File: src/rtl/sync_fifo_sram_param_pkg.sv
// rtl/sync_fifo_sram_param_pkg.sv - shared sizing helpers for the SRAM-backed FIFO
package sync_fifo_sram_param_pkg;

  // Number of words addressed by an SRAM with the given address width
  function automatic int sfs_depth(input int addr_bits);
    return 1 << addr_bits;
  endfunction

  // Occupancy at which almost_full asserts
  function automatic int sfs_af_threshold(input int depth, input int margin);
    return depth - margin;
  endfunction

endpackage

File: src/rtl/sync_fifo_sram_param_sram.sv
// rtl/sync_fifo_sram_param_sram.sv - dual-port SRAM, sync write, registered read with hold
module dual_port_sync_sram_param
  import sync_fifo_sram_param_pkg::*;
#(
  parameter int WIDTH     = 16,
  parameter int ADDR_BITS = 4
) (
  input  logic                 i_clk,
  input  logic                 i_write_enable,
  input  logic [ADDR_BITS-1:0] i_write_addr,
  input  logic [WIDTH-1:0]     i_write_data,
  input  logic                 i_read_enable,
  input  logic [ADDR_BITS-1:0] i_read_addr,
  output logic [WIDTH-1:0]     o_read_data
);

  localparam int DEPTH = sfs_depth(ADDR_BITS);

  logic [WIDTH-1:0] r_mem [DEPTH];
  logic [WIDTH-1:0] r_read_data;

  // Array and read register carry no reset; the read register holds while read_enable is low
  always_ff @(posedge i_clk) begin
    if (i_write_enable) begin
      r_mem[i_write_addr] <= i_write_data;
    end
    if (i_read_enable) begin
      r_read_data <= r_mem[i_read_addr];
    end
  end

  assign o_read_data = r_read_data;

endmodule

File: src/rtl/sync_fifo_sram_param.sv
// rtl/sync_fifo_sram_param.sv - FWFT FIFO on a sync-read SRAM with flags, count and sticky errors
module sync_fifo_sram_param
  import sync_fifo_sram_param_pkg::*;
#(
  parameter int WIDTH     = 16,
  parameter int ADDR_BITS = 4,
  parameter int AF_MARGIN = 2
) (
  input  logic                 clk,
  input  logic                 reset_l,
  input  logic                 flush,
  input  logic                 write_enable,
  input  logic [WIDTH-1:0]     write_data,
  output logic                 full,
  output logic                 almost_full,
  input  logic                 read_take,
  output logic [WIDTH-1:0]     read_data,
  output logic                 read_data_valid,
  output logic [ADDR_BITS:0]   word_count,
  output logic                 overflow_err,
  output logic                 underflow_err
);

  localparam int            DEPTH   = sfs_depth(ADDR_BITS);
  localparam int            CW      = ADDR_BITS + 1;
  localparam logic [CW-1:0] DEPTH_C = CW'(DEPTH);
  localparam logic [CW-1:0] AF_TH   = CW'(sfs_af_threshold(DEPTH, AF_MARGIN));
  localparam logic          AF_RST  = (AF_MARGIN == DEPTH);

  logic [ADDR_BITS-1:0] r_wr_ptr;
  logic [ADDR_BITS-1:0] r_rd_ptr;
  logic [CW-1:0]        r_count;
  logic                 r_full;
  logic                 r_almost_full;
  logic                 r_out_valid;
  logic [WIDTH-1:0]     r_out_data;
  logic                 r_inflight;
  logic                 r_overflow;
  logic                 r_underflow;

  logic                 w_wr_acc;
  logic                 w_take_acc;
  logic                 w_move;
  logic                 w_issue;
  logic [CW-1:0]        w_sram_cnt;
  logic [CW-1:0]        w_count_nxt;
  logic [WIDTH-1:0]     w_sram_rdata;

  // Accepted operations; full blocks writes even when a take frees a slot this cycle
  assign w_wr_acc   = write_enable & ~r_full;
  assign w_take_acc = read_take & r_out_valid;

  // r_inflight means the SRAM read register holds a word not yet moved to the output register
  assign w_move     = r_inflight & (~r_out_valid | w_take_acc);

  // Words still sitting in the SRAM that have not had a read issued
  assign w_sram_cnt = r_count - CW'(r_out_valid) - CW'(r_inflight);

  // Issue a read only when the SRAM read register will be free at this edge
  assign w_issue    = ~flush & (w_sram_cnt != '0) & (~r_inflight | w_move);

  assign w_count_nxt = r_count + CW'(w_wr_acc) - CW'(w_take_acc);

  dual_port_sync_sram_param #(
    .WIDTH     (WIDTH),
    .ADDR_BITS (ADDR_BITS)
  ) u_sram (
    .i_clk          (clk),
    .i_write_enable (w_wr_acc & ~flush),
    .i_write_addr   (r_wr_ptr),
    .i_write_data   (write_data),
    .i_read_enable  (w_issue),
    .i_read_addr    (r_rd_ptr),
    .o_read_data    (w_sram_rdata)
  );

  // Write and read pointers; both wrap naturally at DEPTH
  always_ff @(posedge clk or negedge reset_l) begin
    if (!reset_l) begin
      r_wr_ptr <= '0;
      r_rd_ptr <= '0;
    end else if (flush) begin
      r_wr_ptr <= '0;
      r_rd_ptr <= '0;
    end else begin
      if (w_wr_acc) begin
        r_wr_ptr <= r_wr_ptr + ADDR_BITS'(1);
      end
      if (w_issue) begin
        r_rd_ptr <= r_rd_ptr + ADDR_BITS'(1);
      end
    end
  end

  // Occupancy and the flags derived from the post-edge count
  always_ff @(posedge clk or negedge reset_l) begin
    if (!reset_l) begin
      r_count       <= '0;
      r_full        <= 1'b0;
      r_almost_full <= AF_RST;
    end else if (flush) begin
      r_count       <= '0;
      r_full        <= 1'b0;
      r_almost_full <= AF_RST;
    end else begin
      r_count       <= w_count_nxt;
      r_full        <= (w_count_nxt == DEPTH_C);
      r_almost_full <= (w_count_nxt >= AF_TH);
    end
  end

  // Output register fed from the SRAM read register; data holds when nothing loads
  always_ff @(posedge clk or negedge reset_l) begin
    if (!reset_l) begin
      r_out_valid <= 1'b0;
      r_out_data  <= '0;
      r_inflight  <= 1'b0;
    end else if (flush) begin
      r_out_valid <= 1'b0;
      r_out_data  <= '0;
      r_inflight  <= 1'b0;
    end else begin
      if (w_move) begin
        r_out_valid <= 1'b1;
        r_out_data  <= w_sram_rdata;
      end else if (w_take_acc) begin
        r_out_valid <= 1'b0;
      end
      r_inflight <= w_issue | (r_inflight & ~w_move);
    end
  end

  // Sticky error flags, cleared only by flush or reset
  always_ff @(posedge clk or negedge reset_l) begin
    if (!reset_l) begin
      r_overflow  <= 1'b0;
      r_underflow <= 1'b0;
    end else if (flush) begin
      r_overflow  <= 1'b0;
      r_underflow <= 1'b0;
    end else begin
      if (write_enable & r_full) begin
        r_overflow <= 1'b1;
      end
      if (read_take & ~r_out_valid) begin
        r_underflow <= 1'b1;
      end
    end
  end

  assign full            = r_full;
  assign almost_full     = r_almost_full;
  assign read_data       = r_out_data;
  assign read_data_valid = r_out_valid;
  assign word_count      = r_count;
  assign overflow_err    = r_overflow;
  assign underflow_err   = r_underflow;

endmodule
File: config.mk
export PLATFORM = sky130hd
export DESIGN_NAME = sync_fifo_sram_param
export DESIGN_NICKNAME = d
export VERILOG_FILES = /design/src/rtl/sync_fifo_sram_param_pkg.sv /design/src/rtl/sync_fifo_sram_param_sram.sv /design/src/rtl/sync_fifo_sram_param.sv
export SDC_FILE = /design/constraint.sdc
export NUM_CORES = 1
export LEC_CHECK = 0
export CAP_MARGIN = 0
export CORE_ASPECT_RATIO = 0.5
export CORE_MARGIN = 3
export CORE_UTILIZATION = 23
export DETAILED_ROUTE_END_ITERATION = 7
export PLACE_DENSITY_LB_ADDON = 0.05
export SYNTH_ARGS = -nofsm -noshare
export SYNTH_HDL_FRONTEND = slang
export SYNTH_SLANG_ARGS = --single-unit
File: constraint.sdc
create_clock -name clk -period 3.6 [get_ports clk]
set_clock_uncertainty 0.2 [all_clocks]
set_input_delay 1.08 -clock clk [delete_from_list [all_inputs] [get_ports clk]]
set_output_delay 1.08 -clock clk [all_outputs]
set_load 0.005 [all_outputs]
==> flow_summary.ini <==
[sta]
fmax_mhz = 304
worstMarginPinSlew_ns = 1.08
slew_headroom_pct = 28.1
setup_ws_ns = 0.309
grt_setup_unrepaired = false
hold_violations = 0
finalCritPeriodShare_pct = 91.4
min_period_ns = 3.29
holdWs_ns = 0.264
drv_slew = 0
setup_violations = 0

[logic_synthesis]
synth_cell_type_count = 43
netlist_instances = 668
synth-seq-cells = 307
ys.flop_type = edfxtp_1
synth_fp_nets = 705
synth-edff-count = 272
yosysMostFrequentCell = edfxtp_1
ys_seq_area_share_pct = 74.7
netlist_top_cells_area = edfxtp_1 67%, dfrtp_1 7.2%, mux4_2 6.0%
synth_area_leader_cell = edfxtp_1
yosysTopAreaCellShare_pct = 67.5
ys_async_sr_fraction_pct = 11.4
yosys-top-cells-count = 272 x edfxtp_1, 65 x mux2i_1, 35 x dfrtp_1
yosysWarnings = 0
netlist_area_mm2 = 0.0121
syn_area_per_cell_um2 = 18.1

[setup_path]
cpLargestDelayFamily = adder cells
crit_top_cell = inv_1
r2r_start = read_data_valid$_DFFE_PN0P_
path_buf_inv = 4
crit_slowest_cell = clkdlybuf4s50_1
cpPeakStageDelay_ns = 0.48
path_cells = clkdlybuf4s50_1 -> nor2b_1 -> inv_1 -> ha_1 -> inv_1 -> ha_1 -> inv_1 -> fa_1 -> nor2b_1 -> o21bai_1 -> and3_1 -> o32ai_1
cp-startpoint = write_enable
cp-end-kind = flip-flop
critPathKind = input port to flip-flop
required_ns = 3.82
r2r_setup_slack_ns = 0.35
crit_fanout = 3
startpoint_type = input port
arrival_ns = 3.51

[layout]
drive_gt1_share_pct = 19.4
stdcell_count = 1488
syn_to_final_growth_pct = 22.8
multi_input_comb_area_mm2 = 0.00289
final_area_mm2 = 0.0149
fill_cells = 5097
fin_nets = 809
seqCellArea_mm2 = 0.00905

[power_and_ir_drop]
p_seq_share_pct = 43.1
leakagePower_nw = 5.00
p_comb_share_pct = 23.5
internal_power_mw = 7.24
clkPwrFrac_pct = 33.4
netSwitchingPower_mw = 3.00
total_power_mw = 10.2
power.density_mw_per_mm2 = 689
ir_worst_vdd_mv = 0.290
power_switching_share_pct = 29.3

[cts]
cts_buffers = 34
cts_setup_buffers = 0
cts_resized = 0
ctsHoldBuffers = 0
cts_tree = yes
insertion_delay_ns = 0.54
clk_pin_slew_worst_paths_ns = 0.06
cts.sinks = 307
clockRootBuffer = clkbuf_16
clk_path_buf_depth = 3
h-tree-depth = 2

[grt]
antenna_found_initial = 1
grt_pass1_vias = 6702
overflow = 0
gr-usage-all-layers_pct = 12.4
grt_pass1_wl_mm = 49.5
grt_start_max_net_pins = 36

[drt]
wl_per_cell_um = 22.9
firstDrtPassIters = 4
drc = 0
drt_iter0_drc = 400
wirelength_mm = 34.1
drt-vias-per-instance = 4.32
ant_nets = 0
via_count = 6432

[hold_path]
min_from = u_sram.o_read_data[0]$_DFFE_PP_
hp-class = flip-flop to flip-flop

[place]
post-place-cells = 1426
pre_cts_ws_ns = -0.247
gp_congestion = 0.707
placed_area_mm2 = 0.0138
io_buffers = 46
post-dp-hpwl_mm = 22.4

[die]
ios = 47
core-area_mm2 = 0.0511
die_h_um = 168
die_x_um = 330
die-area_mm2 = 0.0556
rows = 58
initial_core_util_pct = 23.7

[status]
status = finished, final reports clean

[flow_run]
cap_viol_max_count = 0
## state kept, by name, summed over array words and instances, names as in the netlist, 4 cells and up
signal / count
word_count: 5
r_wr_ptr: 4
u_sram.o_read_data: 16
r_rd_ptr: 4
u_sram.r_mem: 256
read_data: 16
## final timing paths
check | endpoint | depth (start not counted)
max | almost_full$_DFF_PN0_ | 12
min | read_data[0]$_DFFE_PN0P_ | 1
max reg2reg | u_sram.o_read_data[4]$_DFFE_PP_ | 11
min reg2reg | read_data[0]$_DFFE_PN0P_ | 1
max in group asynchronous | r_rd_ptr[0]$_DFFE_PN0P_ | 1
min in group asynchronous | word_count[3]$_DFF_PN0_ | 1
## final cells by class
type / instances / area share (%)
Tap cell: 690 / 5.81
Sequential cell: 307 / 60.9
Timing Repair Buffer: 101 / 6.18
Antenna cell: 1 / 0.0168
Inverter: 17 / 0.429
Multi-Input combinational cell: 311 / 19.5
Clock buffer: 45 / 6.15
Clock inverter: 16 / 1.07
## stage by stage
stage / setup TNS [ns] / utilization [%]
after floorplan: 0 / -
after global placement: -0.642 / 27.0
after detailed placement: -0.608 / 27.0
after CTS: 0 / 29.1
after global routing: 0 / 29.1
final: 0 / 29.1
## layout by cell type, fill, tap and decap left out, types with 2 or more instances in the layout
cell type,synthesis,routed
xor2_1,4,4
nor2_2,0,16
fa_1,2,2
xnor2_1,5,5
and3_1,3,3
nor3_1,5,5
buf_12,0,4
a22oi_1,16,16
mux4_2,32,32
nand2_1,23,23
clkinv_8,0,2
buf_4,2,51
clkinv_1,0,6
o21ai_0,17,17
dfrtp_1,35,33
inv_1,17,17
nor2b_1,5,4
clkbuf_16,0,35
clkbuf_1,18,10
ha_1,14,14
edfxtp_1,272,272
clkdlybuf4s50_1,0,45
clkinv_2,0,2
a21oi_1,11,11
a22o_1,16,16
bufinv_16,0,2
nand2b_1,6,6
or3_1,3,3
nand3_1,3,3
a221oi_1,32,32
and2_1,3,3
nor2_1,30,14
mux2i_1,65,65
inv_6,0,3
## layer usage
layer	vias to the layer above	global-route usage, %	share of wire, %
li1	2894	-	-
met1	3407	19.2	52
met2	97	18.0	43
met3	34	2.48	3.9
met4	0	2.45	1.3
met5	-	0	0
## power groups by stage
stage	registers [mW]	logic, mW	clock network, mW
after CTS	4.43	2.50	3.56
after global routing	4.46	2.65	3.72
after global placement	4.50	2.50	0
after detailed placement	4.50	2.49	0
final	4.42	2.40	3.42
after floorplan	4.36	1.55	0
## kinds of logic after synthesis
logic type	count (synthesis)	share of synthesized area (%)
DFF	307	74.7
AOI/OAI and AO/OA	101	6.25
muxes	98	11.5
and+or+nand+nor	87	3.41
buffers and inverters	50	1.73
adders and majority gates	16	1.78
xor gates and xnor gates	9	0.651
No activity file was read; power rests on OpenSTA's default activity.
